File: config.mk
export PLATFORM = sky130hd
export DESIGN_NAME = pattern_scan_engine
export DESIGN_NICKNAME = d
export VERILOG_FILES = /design/src/rtl/pattern_scan_engine.sv
export SDC_FILE = /design/constraint.sdc
export NUM_CORES = 1
export LEC_CHECK = 0
export ABC_AREA = 1
export BUFFER_PORTS_ARGS = -buffer_cell sky130_fd_sc_hd__buf_2
export CAP_MARGIN = 10
export CORE_AREA = 2 2 67 69
export CTS_CLUSTER_SIZE = 20
export DETAILED_ROUTE_END_ITERATION = 10
export DIE_AREA = 0 0 69 71
export PLACE_DENSITY = 0.84
export RECOVER_POWER = 25
export SLEW_MARGIN = 10
export SYNTH_ARGS = -nofsm -noshare
export SYNTH_HDL_FRONTEND = slang
export SYNTH_SLANG_ARGS = --single-unit
File: constraint.sdc
create_clock -name clk -period 7.2 [get_ports clk]
set_input_delay 1.44 -clock clk [delete_from_list [all_inputs] [get_ports clk]]
set_output_delay 1.44 -clock clk [all_outputs]
set_load 0.05 [all_outputs]
File: src/rtl/pattern_scan_engine.sv
// pattern_scan_engine
//   Program-3 accelerator. After a start request it reads the pattern byte and
//   MSG_LEN message bytes over the data-memory port. It counts 5-bit pattern
//   matches and writes the result counts back to OUT_ADDR onwards, then holds
//   done high.
//
//   Optional feature: define PSE_CROSS_COUNT_EN to build the byte-crossing
//   count (cts), its prev4 register and the WR_CTS write state.
//
// Ports
//   clk      in   single clock, rising edge
//   reset    in   asynchronous, active-low
//   req      in   start request (accepted in IDLE or DONE)
//   done     out  results written; high until the next accepted req
//   rd_addr  out  data-memory read address (registered, holds outside reads)
//   rd_data  in   read data, valid the cycle after rd_addr is presented
//   wr_en    out  one-cycle write strobe per result
//   wr_addr  out  write address
//   wr_data  out  write data
module pattern_scan_engine #(
  parameter int unsigned ADDR_W   = 8,
  parameter int unsigned MSG_BASE = 0,
  parameter int unsigned MSG_LEN  = 32,
  parameter int unsigned PAT_ADDR = 32,
  parameter int unsigned OUT_ADDR = 33
) (
  input  logic              clk,
  input  logic              reset,
  input  logic              req,
  output logic              done,
  output logic [ADDR_W-1:0] rd_addr,
  input  logic [7:0]        rd_data,
  output logic              wr_en,
  output logic [ADDR_W-1:0] wr_addr,
  output logic [7:0]        wr_data
);

  localparam int unsigned CW = $clog2(MSG_LEN + 1);

  typedef enum logic [2:0] {
    IDLE,
    RD_PAT,
    SCAN,
    WR_CTB,
    WR_CTO,
`ifdef PSE_CROSS_COUNT_EN
    WR_CTS,
`endif
    DONE
  } state_t;

  state_t          state, state_nx;
  logic [CW-1:0]   scan_cnt;
  logic [4:0]      pat;
  logic [7:0]      ctb, cto;
  logic [3:0]      hit_in;
  logic            accept;

`ifdef PSE_CROSS_COUNT_EN
  logic [7:0]      cts;
  logic [3:0]      prev4;
  logic [3:0]      hit_sp;
  logic [11:0]     span;
`endif

  function automatic logic [7:0] pop4(input logic [3:0] v);
    pop4 = 8'(v[0]) + 8'(v[1]) + 8'(v[2]) + 8'(v[3]);
  endfunction

  assign accept = req && (state == IDLE || state == DONE);

  // Window k of the current byte starts at bit 7-k; spanning windows take
  // the low nibble of the previous byte as their leading bits.
  always_comb begin
    hit_in = '0;
    for (int unsigned k = 0; k < 4; k++)
      hit_in[k] = (rd_data[7-k -: 5] == pat);
  end

`ifdef PSE_CROSS_COUNT_EN
  assign span = {prev4, rd_data};
  always_comb begin
    hit_sp = '0;
    for (int unsigned k = 0; k < 4; k++)
      hit_sp[k] = (span[11-k -: 5] == pat);
  end
`endif

  // State register
  always_ff @(posedge clk or negedge reset) begin
    if (!reset) state <= IDLE;
    else        state <= state_nx;
  end

  // Next-state logic
  always_comb begin
    state_nx = state;
    unique case (state)
      IDLE:    if (req) state_nx = RD_PAT;
      RD_PAT:  state_nx = SCAN;
      SCAN:    if (scan_cnt == CW'(MSG_LEN)) state_nx = WR_CTB;
      WR_CTB:  state_nx = WR_CTO;
`ifdef PSE_CROSS_COUNT_EN
      WR_CTO:  state_nx = WR_CTS;
      WR_CTS:  state_nx = DONE;
`else
      WR_CTO:  state_nx = DONE;
`endif
      DONE:    if (req) state_nx = RD_PAT;
      default: state_nx = IDLE;
    endcase
  end

  // Datapath. scan_cnt==0 is the pattern-capture edge. scan_cnt==n processes
  // byte n-1, because the read for byte n-1 was issued one cycle earlier.
  always_ff @(posedge clk or negedge reset) begin
    if (!reset) begin
      rd_addr  <= '0;
      scan_cnt <= '0;
      pat      <= '0;
      ctb      <= '0;
      cto      <= '0;
`ifdef PSE_CROSS_COUNT_EN
      cts      <= '0;
      prev4    <= '0;
`endif
    end else begin
      if (accept) begin
        rd_addr <= ADDR_W'(PAT_ADDR);
        ctb     <= '0;
        cto     <= '0;
`ifdef PSE_CROSS_COUNT_EN
        cts     <= '0;
        prev4   <= '0;
`endif
      end
      if (state == RD_PAT) begin
        rd_addr  <= ADDR_W'(MSG_BASE);
        scan_cnt <= '0;
      end
      if (state == SCAN) begin
        scan_cnt <= scan_cnt + 1'b1;
        if (scan_cnt < CW'(MSG_LEN - 1))
          rd_addr <= ADDR_W'(MSG_BASE + 32'(scan_cnt) + 1);
        if (scan_cnt == '0) begin
          pat <= rd_data[7:3];
        end else begin
          ctb <= ctb + pop4(hit_in);
          cto <= cto + 8'(|hit_in);
`ifdef PSE_CROSS_COUNT_EN
          // Spanning windows exist only once a previous byte has been seen.
          cts   <= cts + pop4(hit_in) +
                   ((scan_cnt > CW'(1)) ? pop4(hit_sp) : 8'd0);
          prev4 <= rd_data[3:0];
`endif
        end
      end
    end
  end

  // Outputs
  always_comb begin
    done    = 1'b0;
    wr_en   = 1'b0;
    wr_addr = '0;
    wr_data = '0;
    unique case (state)
      WR_CTB: begin
        wr_en   = 1'b1;
        wr_addr = ADDR_W'(OUT_ADDR);
        wr_data = ctb;
      end
      WR_CTO: begin
        wr_en   = 1'b1;
        wr_addr = ADDR_W'(OUT_ADDR + 1);
        wr_data = cto;
      end
`ifdef PSE_CROSS_COUNT_EN
      WR_CTS: begin
        wr_en   = 1'b1;
        wr_addr = ADDR_W'(OUT_ADDR + 2);
        wr_data = cts;
      end
`endif
      DONE:    done = 1'b1;
      default: ;
    endcase
  end

endmodule

Word-level counts from Yosys, hierarchy flattened
Cells that the tools add are included.

Bitwise logic cells: 0. Reductions and logical operators: 10. Add/sub/neg operators: 7. Mux-type cells: 19. Eq/ne operators: 12. Multipliers: 0. Div/mod/pow operators: 0. Shift operators: 0. Order comparisons: 1.

Operator list (count): $mux 8 (10); $eq 5x5->1 (4); $pmux 8 s2 (1); $pmux 3 s5 (1); $mux 6 (2); $pmux 6 s2 (1); $add 8x1->8 (1); $add 8x4->8 (1); $add 6x1->7 const B (1); $add 6x1->6 const B (1); $eq 3x2->1 const B (2); $eq 3x3->1 const B (2); $eq 6x6->1 const B (1); $logic_not 6->1 (1); $lt 6x5->1 const B (1); $mux 3 (2); $add 3x1->4 (1); $reduce_and 2->1 (2); $reduce_or 2->1 (2); $reduce_or 4->1 (1); $add 2x1->3 (1); $eq 3x1->1 const B (1); $logic_not 3->1 (1); $add 1x1->2 (1); other kinds (6) (7).

Memories kept: 0. Bits in writable memories: 0. Bits in latches: 0. Word-level logic and storage cells: 55. Register bits: 38. Memory bits (read-only): 0. Input bits: 11. Output and inout bits: 26.

Logic depth before layout (Yosys ltp)
Gate-level depths: netlist of run 1.

Depth after elaboration: 7. Depth in mapped cells: 16. Depth with buffers taken out: 15.

Worst setup path after synthesis of run 1
No wires, ideal clock.

Path kind: register to output. Start: reg state[1]. End: out wr_data[2]. Stages on the path, launching flop included: 6. Data arrival time: 2.759 ns. Path buffers: 0. Path slack: 3.001 ns. Data required time: 5.760 ns. Path through: dfrtp_1 -> inv_1 -> nand2_1 -> nor2_1 -> inv_1 -> o21ai_0.

Word-level cells in the longest chain between the ends: 2. Elaborated cells between the ends (all ways): 3. Classes of those cells: eq/ne (2); mux (1).

RTL lines: start, declared (line 52) `state_t state, state_nx;`; start signal, assigned (line 92) `else state <= state_nx;`; $eq 3x3->1 or $eq 3x2->1 (tied branches) (line 167) `unique case (state)`; $pmux 8 s2 * (line 167); end, declared (line 35) `output logic [7:0] wr_data`.

Mark *: on every way between the ends. The rest lies on a longest branch, timed or not.

Worst setup path in the final report of run 1
Start: in rd_data[3]. End: reg ctb[4].

Word-level cells in the longest chain between the ends: 7. Elaborated cells between the ends (all ways): 10. Classes of those cells: add/sub (4); eq/ne (4); mux (2).

RTL lines: start, declared (line 32) `input logic [7:0] rd_data,`; $eq 5x5->1 (line 77) `hit_in[k] = (rd_data[7-k -: 5] == pat);`; $add 1x1->2 (line 67) `pop4 = 8'(v[0]) + 8'(v[1]) + 8'(v[2]) + 8'(v[3]);`; $add 2x1->3 (line 67); $add 3x1->4 * (line 67); $add 8x4->8 * (line 148) `ctb <= ctb + pop4(hit_in);`; $mux 8 * (line 145) `if (scan_cnt == '0) begin`; $mux 8 * (line 141) `if (state == SCAN) begin`; end signal, assigned (line 148); end, declared (line 55) `logic [7:0] ctb, cto;`.

Marks and branches as above. A chain may end at the register's enable or synchronous reset.

==> impl_metrics.ini, run 1 <==
[floorplan]
die_area_um2 = 4900
die_w_um = 69
rows = 24
start_util_pct = 59.7
die_y_um = 71
fp.coreArea_um2 = 4200
io_pins = 37

[run]
maxCapViolCount = 1

[route]
via_per_inst = 5.19
wire_per_inst_um = 12.2
firstDrtPassIters = 4
drtAntennaViolNets = 0
drtIter0Drc = 119
num_vias = 2150
drt-total-wl_mm = 5.06
drc = 0

[sta]
worst_hold_slack_ps = 525
clock.fmax_mhz = 268
skew_ps = 10.7
layout_min_cycle_time_ps = 3730
tightest_slew_ps = 2010
worst_slack_ps = 3470
setup_viol = 0
slew_violations = 39
hold_viol_final = 0
rsz0062_at_grt = false
slew_headroom_pct = -34.1
period_share_pct = 51.8
fin_tns_setup_ps = 0

[placed_design]
post-place-cells = 406
dpl.hpwl_mm = 3.81
place_area_um2 = 2630
gp_congestion = 0.891
post-place-ws_ps = 3240
port-buffer-count = 31

[cells_and_area]
fin_nets = 380
fin_area_um2 = 2710
syn2layout_area_growth_pct = 7.77
stdcell_count = 414
final_util_pct = 64.4
final_cell_mix = nand2_1, inv_1, dfrtp_1, nor2_1, nand3_1
fill_cells = 388
layout-drive-gt1-share_pct = 13.3
diodes = 0
final_common_cell = nand2_1

[status]
outcome = complete, but fails checks
violations = max-capacitance violations, max-slew violations

[clock_tree]
clock_latency_ps = 290
post_cts_resized = 0
cts_max_level = 2
cts.sinks = 38
clkTransAtPathRegs_ps = 70
hold_buffers = 0
cts_tree = yes
cts_setup_buffers = 0
root_buffer = clkbuf_8
max-clock-path-buffers = 2
cts_buffers = 5

[global_route]
grt_usage_pct = 23.5
first_global_vias = 2103
antenna_found_initial = 0
grt_max_degree = 39
grt_first_pass_wirelength_mm = 9.23
grt-ovfl-total = 0

[power_and_ir_drop]
p_int_uw = 461
vdd_ir_drop_max_uv = 192
p_leak_nw = 1.39
p_per_area_nw_per_um2 = 327
swShare_pct = 47.9
pwr-share-clk_pct = 17.0
seq_power_share_pct = 35.5
pwr-share-comb_pct = 47.5
p_sw_uw = 424
p_total_uw = 885

[yosys]
yosys_warnings = 0
ys_seq_elements = 38
netlist_instances = 335
syn_area_per_cell_um2 = 7.50
yosysUniqueCellTypes = 34
yosysSeqAreaShare_pct = 37.9
netlist_area_um2 = 2510

[worst_setup_path]
start_kind = input port
r2r_setup_slack_ps = 4350
crit_type = input port to flop
critPathRequiredTime_ps = 7420
critPathCaptureType = flop
reg2regPathDepth = 11
cp_max_fo = 5
cp_data_arrival_time_ps = 3950

[min_path]
min_path_type = flop to flop
holdPathStages = 2
[power by group through the flow]
stage | clock, mW | combinational [mW] | sequential, mW
finish | 0.150 | 0.420 | 0.314
global route | 0.165 | 0.471 | 0.322
CTS | 0.155 | 0.429 | 0.314
detailed placement | 0 | 0.428 | 0.317
global placement | 0 | 0.418 | 0.315
floorplan | 0 | 0.360 | 0.317
[synth_stat cells]
cell      count  area share (%)
nand4_4       1            0.85
inv_8         1            0.45
nand3_2       1            0.40
nor2_2        1            0.25
inv_2         1            0.15
buf_6         4             1.8
nand2_8       1            0.80
nand2_1     104              16
a21oi_2       1            0.35
nor2_1       27             4.0
a21oi_1       4            0.80
fa_1          3             2.4
o21ai_1      10             2.0
conb_1        1            0.15
buf_2         2            0.40
inv_4         1            0.25
nand3_4       1            0.70
o22ai_1       6             1.5
xor2_1        2            0.70
nand2_2       3            0.75
nand2_4       2            0.90
nand3_1      26             5.2
inv_1        42             6.3
ha_1          5             2.5
a22o_1        2            0.70
or2_0         1            0.25
clkbuf_1      4            0.60
xnor2_1      13             4.5
nor2_4        2            0.90
o21ai_0      15             3.0
nand4_1       2            0.50
nor3_2        2            0.80
dfrtp_1      38              38
buf_4         6             1.8
[path summary, 6_finish.rpt]
path	endpoint	start
worst max-delay path	ctb[4]$_DFF_PN0_	rd_data[3]
worst min-delay path	rd_addr[7]$_DFF_PN0_	rd_addr[7]$_DFF_PN0_
worst max register to register	ctb[4]$_DFF_PN0_	pat[0]$_DFFE_PN0P_
worst min register to register	rd_addr[7]$_DFF_PN0_	rd_addr[7]$_DFF_PN0_
max in group asynchronous	state[0]$_DFFE_PN0P_	reset
min in group asynchronous	rd_addr[0]$_DFF_PN0_	reset
[layer usage]
layer / up-vias / routed length (um) / GRT usage, %
met3: 10 / 295 / 5.27
met1: 988 / 2190 / 29.6
met4: 0 / 107 / 9.80
met5: - / 0 / 0
met2: 65 / 2460 / 39.3
li1: 1087 / - / -
[area by class of cell]
| class | count | area (um^2) | share of cell area (%) |
|---|---|---|---|
| flip-flops and latches | 38 | 951 | 35.1 |
| repair buffers | 31 | 146 | 5.41 |
| inverters | 45 | 179 | 6.61 |
| multi-input cells | 240 | 1270 | 47.1 |
| clock inverters | 1 | 5.00 | 0.185 |
| well taps | 52 | 65.1 | 2.40 |
| clock buffers | 7 | 86.3 | 3.19 |
[cells by family (layout without fill, tap and decap cells)]
group | count (synthesis) | after routing | share of synthesized area [%]
adder cells (fa/ha/maj) | 8 | 8 | 4.88
XOR/XNOR | 15 | 15 | 5.23
other | 1 | 5 | 0.149
AO/OA/AOI/OAI | 38 | 38 | 8.32
buffers and inverters | 61 | 84 | 11.7
flip-flops | 38 | 38 | 37.9
AND/OR/NAND/NOR | 174 | 174 | 31.8
[worst max-delay path, stage by stage]
cell and delay (ps):
clkbuf_1 230, xnor2_1 170, nand3_1 80, nor2_1 200, fa_1 470, fa_1 470, fa_1 410, nand2_1 140
nor2_1 80, nand3_1 100, nand2_1 50, a21oi_1 110
[flip-flops by register name, summed over array words and instances (netlist names)]
signal	flops
ctb	8
scan_cnt	6
pat	5
state	3
rd_addr	8
cto	8
(Power assumes the default switching activity.)
==> run 2, diff against run 1 <==
--- a/config.mk
+++ b/config.mk
@@ -8,11 +8,11 @@
 export ABC_AREA = 1
 export BUFFER_PORTS_ARGS = -buffer_cell sky130_fd_sc_hd__buf_2
 export CAP_MARGIN = 10
-export CORE_AREA = 2 2 67 69
+export CORE_AREA = 2 2 73 75
 export CTS_CLUSTER_SIZE = 20
 export DETAILED_ROUTE_END_ITERATION = 10
-export DIE_AREA = 0 0 69 71
-export PLACE_DENSITY = 0.84
+export DIE_AREA = 0 0 75 77
+export PLACE_DENSITY = 0.75
 export RECOVER_POWER = 25
 export SLEW_MARGIN = 10
 export SYNTH_ARGS = -nofsm -noshare
==> constraint.sdc (replaced) <==
create_clock -name clk -period 3.3 [get_ports clk]
set_input_delay 0.66 -clock clk [delete_from_list [all_inputs] [get_ports clk]]
set_output_delay 0.66 -clock clk [all_outputs]
set_load 0.05 [all_outputs]
==> impl_metrics.ini, run 2 (synthesized netlist as in run 1, its figures left out) <==
[clock_tree]
post_cts_resized = 0
cts_buffers = 5
root_buffer = clkbuf_8
clock_latency_ps = 290
cts_tree = yes
clkTransAtPathRegs_ps = 70
cts_setup_buffers = 0
cts_max_level = 2
cts.sinks = 38
max-clock-path-buffers = 2
hold_buffers = 0

[sta]
tightest_slew_ps = 2030
clock.fmax_mhz = 356
slew_headroom_pct = -35.3
setup_viol = 0
hold_viol_final = 0
period_share_pct = 85.0
fin_tns_setup_ps = 0
skew_ps = 6.10
slew_violations = 39
layout_min_cycle_time_ps = 2810
rsz0062_at_grt = false
worst_slack_ps = 494

[cells_and_area]
final_cell_mix = nand2_1, inv_1, dfrtp_1, buf_2, nor2_1
layout-drive-gt1-share_pct = 15.0
fin_area_um2 = 2740
largestRegisters = ctb: 8 flops, cto: 8 flops, rd_addr: 8 flops
final_common_cell = nand2_1
fill_cells = 492
fin_nets = 380
multi_input_area_um2 = 1280
syn2layout_area_growth_pct = 8.92
regArea_um2 = 951
diodes = 0
stdcell_count = 430

[global_route]
grt_max_degree = 39
antenna_found_initial = 0
grt_first_pass_wirelength_mm = 9.16
first_global_vias = 1993
grt_usage_pct = 20.4
grt-ovfl-total = 0

[route]
num_vias = 2152
firstDrtPassIters = 4
wire_per_inst_um = 12.1
drt-total-wl_mm = 5.19
via_per_inst = 5.00
drtIter0Drc = 104
drtAntennaViolNets = 0
drc = 0

[run]
maxCapViolCount = 1

[floorplan]
die_w_um = 75
start_util_pct = 50.5
die_area_um2 = 5780
rows = 26
io_pins = 37
fp.coreArea_um2 = 4980
die_y_um = 77

[power_and_ir_drop]
p_total_mw = 1.93
vdd_ir_drop_max_uv = 506
p_per_area_nw_per_um2 = 705
p_leak_nw = 1.41

[status]
outcome = complete, but fails checks
violations = max-capacitance violations, max-slew violations

[placed_design]
port-buffer-count = 31
post-place-ws_ps = 164
gp_congestion = 0.835
dpl.hpwl_mm = 3.85
post-place-cells = 424
place_area_um2 = 2650

[worst_setup_path]
worst_path_dominant_cell_family = adder cells
path_buf_inv = 2
cp_max_fo = 4
crit_chain = buf_2, inv_1, nand2_1, nand2_1, nand3_1, nor2_1, fa_1, fa_1, fa_1, nand2_1, nor2_1, nand3_1, nor2_1, nor2_1
crit_path_frequent_cell = nor2_1
cp_data_arrival_time_ps = 3020
cpPeakStageDelay_ps = 480
critPathCaptureType = flop
crit_type = input port to flop
critPathRequiredTime_ps = 3510
crit_slowest_cell = fa_1
start_kind = input port

[min_path]
min_path_type = flop to flop
[run 2: cell count changes in the layout (fill, tap and decap cells not counted)]
cell      before  now
nand2_1      105  104
o21ai_0       21   14
nand2_4        1    2
clkinv_2       1    0
o21ai_1        4   11
clkbuf_1       8    1
buf_2         24   30
[run 2: through the flow]
stage          util (%)  hold WS [ps]
2_1_floorplan         -           364
3_3_place_gp       53.3           497
3_5_place_dp       53.3           501
4_1_cts            55.0           505
5_1_grt            55.0           544
6_report           55.0           515
[run 2: worst paths after layout]
kind / start / end / slack [ps] / cells past startpoint
worst max register to register: pat[3]$_DFFE_PN0P_ / ctb[6]$_DFF_PN0_ / 500 / 11
worst max-delay path: rd_data[5] / ctb[6]$_DFF_PN0_ / 490 / 14
min in group asynchronous: reset / cto[3]$_DFF_PN0_ / 940 / 1
max in group asynchronous: reset / scan_cnt[4]$_DFFE_PN0N_ / 1200 / 1
worst min register to register: rd_addr[7]$_DFF_PN0_ / rd_addr[7]$_DFF_PN0_ / 510 / 2
worst min-delay path: rd_addr[7]$_DFF_PN0_ / rd_addr[7]$_DFF_PN0_ / 510 / 2
[run 2: report_power, final]
part	switching [mW]	total (mW)	internal [mW]
combinational	0.642	0.925	0.283
sequential	0.128	0.685	0.558
clock	0.157	0.318	0.161
[run 2: tightest hold or removal path: cells and delay by family, from the launching register on]
kind | cells | cell delay [ps]
AND/OR/NAND/NOR | 2 | 100
flip-flops | 1 | 380
[run 2: final cells by class]
cell class	instances	share of cell area, %
Clock buffer	6	3.02
Inverter	45	6.54
Multi-Input combinational cell	240	46.8
Sequential cell	38	34.8
Tap cell	70	3.20
Timing Repair Buffer	31	5.63
[run 2: metal layers]
layer | up-vias | global-route usage [%] | routed length, um
li1 | 1088 | - | -
met1 | 1002 | 28.7 | 2410
met2 | 54 | 31.5 | 2450
met3 | 8 | 4.34 | 268
met4 | 0 | 6.07 | 60
met5 | - | 0 | 0
